### src/rtl/core_pkg.sv
// Shared core definitions: load width/sign codes and architectural constants.
package core_pkg;

    typedef enum logic [2:0] {
        LT_W  = 3'd0,
        LT_B  = 3'd1,
        LT_BU = 3'd2,
        LT_H  = 3'd3,
        LT_HU = 3'd4
    } load_type_e;

    localparam logic [4:0] REG_ZERO = 5'd0;

endpackage

### src/rtl/load_align.sv
// Little-endian load lane select and sign/zero extension (combinational).
module load_align
    import core_pkg::*;
(
    input  logic [31:0] word,
    input  logic [1:0]  off,
    input  logic [2:0]  load_type,
    output logic [31:0] data
);

    logic [7:0]  byte_s;
    logic [15:0] half_s;

    // Select the addressed byte and halfword lanes
    always_comb begin
        byte_s = 8'h00;
        case (off)
            2'd0:    byte_s = word[7:0];
            2'd1:    byte_s = word[15:8];
            2'd2:    byte_s = word[23:16];
            2'd3:    byte_s = word[31:24];
            default: byte_s = 8'h00;
        endcase
        if (off[1]) begin
            half_s = word[31:16];
        end else begin
            half_s = word[15:0];
        end
    end

    // Extend the selected lane; reserved codes behave as a full word
    always_comb begin
        data = word;
        case (load_type)
            LT_B:    data = {{24{byte_s[7]}}, byte_s};
            LT_BU:   data = {24'h000000, byte_s};
            LT_H:    data = {{16{half_s[15]}}, half_s};
            LT_HU:   data = {16'h0000, half_s};
            default: data = word;
        endcase
    end

endmodule

### src/rtl/mem_wb_stage.sv
// MEM/WB pipeline register, writeback formatter and retire counter.
// Define WB_BYPASS_EN to add the same-cycle regfile write-to-read bypass ports.
module mem_wb_stage
    import core_pkg::*;
#(
    parameter int DW    = 32,
    parameter int AW    = 5,
    parameter int CNT_W = 32
) (
    input  logic             clk,
    input  logic             rst,
    input  logic             stall_w,
    input  logic             flush_w,
    input  logic             m_valid,
    input  logic             m_regwrite,
    input  logic             m_memtoreg,
    input  logic [2:0]       m_load_type,
    input  logic [AW-1:0]    m_wa,
    input  logic [DW-1:0]    m_alu_result,
    input  logic [DW-1:0]    m_read_data,
    input  logic [DW-1:0]    m_pc,
`ifdef WB_BYPASS_EN
    input  logic [AW-1:0]    ra1,
    input  logic [AW-1:0]    ra2,
    input  logic [DW-1:0]    rf_rd1,
    input  logic [DW-1:0]    rf_rd2,
    output logic [DW-1:0]    byp_rd1,
    output logic [DW-1:0]    byp_rd2,
`endif
    output logic             we3,
    output logic [AW-1:0]    wa3,
    output logic [DW-1:0]    wd3,
    output logic             w_valid,
    output logic [DW-1:0]    w_pc,
    output logic [CNT_W-1:0] retire_cnt
);

    logic             valid_r;
    logic             we_r;
    logic [AW-1:0]    wa_r;
    logic [DW-1:0]    wd_r;
    logic [DW-1:0]    pc_r;
    logic [CNT_W-1:0] cnt_r;
    logic [DW-1:0]    load_ext_s;
    logic [DW-1:0]    wd_next_s;
    logic             we_next_s;

    load_align u_load_align (
        .word      (m_read_data),
        .off       (m_alu_result[1:0]),
        .load_type (m_load_type),
        .data      (load_ext_s)
    );

    // Formatting is done before the register so that wd3/we3 come straight from flops
    always_comb begin
        we_next_s = m_valid & m_regwrite & (m_wa != REG_ZERO);
        if (m_memtoreg) begin
            wd_next_s = load_ext_s;
        end else begin
            wd_next_s = m_alu_result;
        end
    end

    // Pipeline register: reset > flush > stall > load
    always_ff @(posedge clk) begin
        if (rst || flush_w) begin
            valid_r <= 1'b0;
            we_r    <= 1'b0;
            wa_r    <= '0;
            wd_r    <= '0;
            pc_r    <= '0;
        end else if (!stall_w) begin
            valid_r <= m_valid;
            we_r    <= we_next_s;
            wa_r    <= m_wa;
            wd_r    <= wd_next_s;
            pc_r    <= m_pc;
        end
    end

    // A WB instruction retires when it leaves the stage, even if a flush arrives
    always_ff @(posedge clk) begin
        if (rst) begin
            cnt_r <= '0;
        end else if (valid_r && !stall_w) begin
            cnt_r <= cnt_r + {{(CNT_W-1){1'b0}}, 1'b1};
        end
    end

    assign we3        = we_r;
    assign wa3        = wa_r;
    assign wd3        = wd_r;
    assign w_valid    = valid_r;
    assign w_pc       = pc_r;
    assign retire_cnt = cnt_r;

`ifdef WB_BYPASS_EN
    assign byp_rd1 = (we_r && (ra1 == wa_r)) ? wd_r : rf_rd1;
    assign byp_rd2 = (we_r && (ra2 == wa_r)) ? wd_r : rf_rd2;
`endif

endmodule

### config.mk
export PLATFORM = sky130hd
export DESIGN_NAME = mem_wb_stage
export DESIGN_NICKNAME = d
export VERILOG_FILES = /design/src/rtl/core_pkg.sv /design/src/rtl/load_align.sv /design/src/rtl/mem_wb_stage.sv
export SDC_FILE = /design/constraint.sdc
export NUM_CORES = 1
export LEC_CHECK = 0
export CAP_MARGIN = 10
export CORE_MARGIN = 2
export CORE_UTILIZATION = 30
export DETAILED_ROUTE_END_ITERATION = 6
export SLEW_MARGIN = 20
export SYNTH_ARGS = -nofsm -noshare
export SYNTH_HDL_FRONTEND = slang
export SYNTH_HIERARCHICAL = 1
export SYNTH_SLANG_ARGS = --single-unit
### constraint.sdc
create_clock -name clk -period 1.8 [get_ports clk]
set_input_delay 0.27 -clock clk [delete_from_list [all_inputs] [get_ports clk]]
set_output_delay 0.27 -clock clk [all_outputs]
set_load 0.05 [all_outputs]
==> results.py <==
metrics = {
    "route": {
        "ant_nets": 0,
        "drc": 0,
        "firstDrtPassIters": 4,
        "vias": 5579,
        "wirelength_um": 19130,
        "wire_per_inst_um": 17.69,
        "vias_per_cell": 5.161,
        "initialDrtViolationCount": 250,
    },
    "synth": {
        "netlist_instances": 587,
        "synth-seq-cells": 103,
        "syn-mean-instance-area_um2": 8.910,
        "ys_types": 48,
        "synth_ff_type": "dfxtp_1",
        "synth_edf_count": 0,
        "netlist_area_mm2": 0.005230,
        "async_flop_share_pct": 0,
        "syn_nets": 699,
        "ys_seq_area_share_pct": 39.43,
        "yosysWarnings": 6,
    },
    "cts": {
        "holdBufCountCts": 0,
        "clk_latency_ns": 0.35,
        "clk_path_buf_depth": 2,
        "htree_levels": 3,
        "cts_buffers": 9,
        "cts_root_buffer": "clkbuf_16",
        "cts_sinks": 103,
        "path_clk_slew_ns": 0.07,
        "cts_tree": "built",
    },
    "floorplanning": {
        "rows": 48,
        "die_y_um": 136.0,
        "core-area_mm2": 0.01718,
        "start_util_pct": 30.45,
        "dieArea_mm2": 0.01851,
        "die_w_um": 136.0,
        "io_pins": 214,
    },
    "final_layout": {
        "fin_area_mm2": 0.008801,
        "fillers": 1576,
        "final_cells": 1081,
        "nets": 963,
        "drive_gt1_share_pct": 26.64,
        "antenna_cells": 0,
        "multi_input_area_mm2": 0.003198,
        "syn2layout_area_growth_pct": 68.28,
        "seq_area_mm2": 0.002136,
    },
    "power_and_ir_drop": {
        "pwr-share-comb_pct": 22.7,
        "peakVddDrop_uv": 493.2,
        "pwr-share-seq_pct": 41.8,
        "switching_share_pct": 29.04,
        "leakage_nw": 4.585,
        "power_density_mw_per_mm2": 635.8,
        "switching_power_mw": 1.625,
        "p_int_mw": 3.971,
        "clkPwrFrac_pct": 35.5,
    },
    "min_path": {
        "hold_path_class": "primary input to flop",
    },
    "critical_path": {
        "critPathLaunchType": "flop",
        "worstSetupPathType": "flop to flop",
        "crit_arrival_ns": 2.15,
        "crit_path_end_kind": "flop",
        "path_max_fanout": 7,
        "cp.required_ns": 2.07,
    },
    "global_route": {
        "grt.met3_usage_pct": 6.450,
        "grt_antenna_before_repair": 0,
        "grtUsageTotal_pct": 20.31,
        "grt_max_degree": 106,
        "grt_first_pass_wirelength_um": 29590,
        "grt-ovfl-total": 0,
        "top_usage_layer": "met2",
        "grt_pass1_vias": 5578,
        "grt_use_met1_pct": 24.96,
        "grt.met2_usage_pct": 34.00,
    },
    "run_status": {
        "violations": "setup timing",
        "status": "finished with violations",
    },
    "sta": {
        "setup_viol": 16,
        "max_freq_mhz": 532.5,
        "rsz0062_at_grt": "yes",
        "slew_viol_final": 0,
        "tightest_slew_ns": 0.5770,
        "finClkSkew_ns": 0.006931,
        "period_minus_slack_ns": 1.878,
        "relSlewSlack_pct": 61.54,
        "finalCritPeriodShare_pct": 104.3,
        "finalHoldViolCount": 0,
        "layout_setup_ws_ns": -0.07791,
    },
    "placement": {
        "gp_congestion": 0.9367,
        "port_buffers": 213,
        "placed_area_mm2": 0.008050,
        "dp_cells": 1053,
        "dpl.hpwl_um": 14010,
    },
    "flow_run": {
        "maxCapViolations": 0,
    },
}
==> worst max-delay path, cell delays in order, from the launching register on <==
cell and delay [ns]:
dfxtp_4 0.35, nand4_1 0.15, or4_4 0.67, or4_4 0.51
a21oi_1 0.12
==> worst paths after layout <==
path,from,endpoint,slack (ns),depth (start not counted)
setup / recovery,retire_cnt[5],retire_cnt[23],-0.08,4
hold / removal,m_read_data[7],wd3[7],0.46,7
setup reg to reg,retire_cnt[5],retire_cnt[23],-0.08,4
hold reg to reg,we3,we3,0.49,2
==> repair_timing <==
action	in CTS	in global routing
gates cloned	3	1
buffers inserted	3	5
setup endpoints to repair	62	81
gates resized for setup	57	104
pin swaps	12	10
==> flip-flops by register name (all words and copies together), names as in the netlist <==
register / cells
retire_cnt: 32
w_pc: 32
w_valid: 1
wa3: 5
wd3: 32
we3: 1
==> synth_stat cells, drive strengths merged (10+ instances only) <==
cell | instances | area share, %
a21oi | 51 | 4.9
a21o | 17 | 2.4
o31ai | 16 | 2.6
nor2 | 120 | 8.7
nand4 | 10 | 1.2
or4 | 16 | 2.4
mux2i | 71 | 14
nand2 | 15 | 1.1
buf | 18 | 2.1
a221o | 13 | 2.5
clkbuf | 30 | 2.2
dfxtp | 103 | 39
==> cell families after synthesis <==
| logic type | synth area share, % |
|---|---|
| AND/OR/NAND/NOR | 19.95 |
| AO/OA/AOI/OAI | 15.41 |
| flip-flops | 39.43 |
| multiplexers | 18.18 |
| buffers and inverters | 4.641 |
| XOR/XNOR | 2.153 |
| adder cells (fa/ha/maj) | 0.2392 |
==> power groups by stage <==
stage | clock network [mW] | logic, mW | registers, mW
3_3_place_gp | 0 | 1.24 | 2.39
5_1_grt | 2.15 | 1.36 | 2.35
4_1_cts | 2.07 | 1.26 | 2.34
3_5_place_dp | 0 | 1.25 | 2.39
2_1_floorplan | 0 | 0.476 | 2.58
6_report | 1.99 | 1.27 | 2.34
==> final cells by class <==
class / instances / share of cell area (%)
inverter: 6 / 0.2559
timing repair buffer: 298 / 32.51
multi-input combinational: 433 / 36.34
clock buffer: 11 / 2.872
clock inverter: 5 / 0.5544
tap: 225 / 3.199
sequential: 103 / 24.27
==> placed cells by master, fill, tap and decap left out, types with 8 or more instances in the layout <==
cell type,instances
a21o_1,17
a21oi_1,49
a221o_1,13
buf_4,121
clkbuf_16,10
clkdlybuf4s50_1,77
dfxtp_1,78
dfxtp_2,8
dfxtp_4,17
dlygate4sd2_1,20
dlymetal6s2s_1,61
mux2i_1,70
nand2_1,15
nand3_1,9
nand4_1,10
nor2_1,119
o31ai_1,11
or4_1,11
==> layer usage <==
layer | up-vias | part of all wire, %
met3 | 27 | 8.0
met5 | - | 0
met4 | 0 | 2.0
met2 | 200 | 49
met1 | 2679 | 41
li1 | 2673 | -
==> through the flow <==
step | total power, mW | util (%) | setup TNS, ns | setup WS, ns | hold slack, ns
after global routing | 5.860 | 51.24 | -1.018 | -0.1009 | 0.5136
after floorplan | 3.055 | - | -1.720 | -0.09161 | 0.4139
after CTS | 5.675 | 49.41 | -0.3693 | -0.05184 | 0.4890
final | 5.596 | 51.24 | -0.4949 | -0.07791 | 0.4640
after global placement | 3.630 | 46.87 | -21.92 | -0.7428 | 0.4584
after detailed placement | 3.641 | 46.87 | -23.47 | -0.7973 | 0.4805
Power figures use the tool's default switching activity.
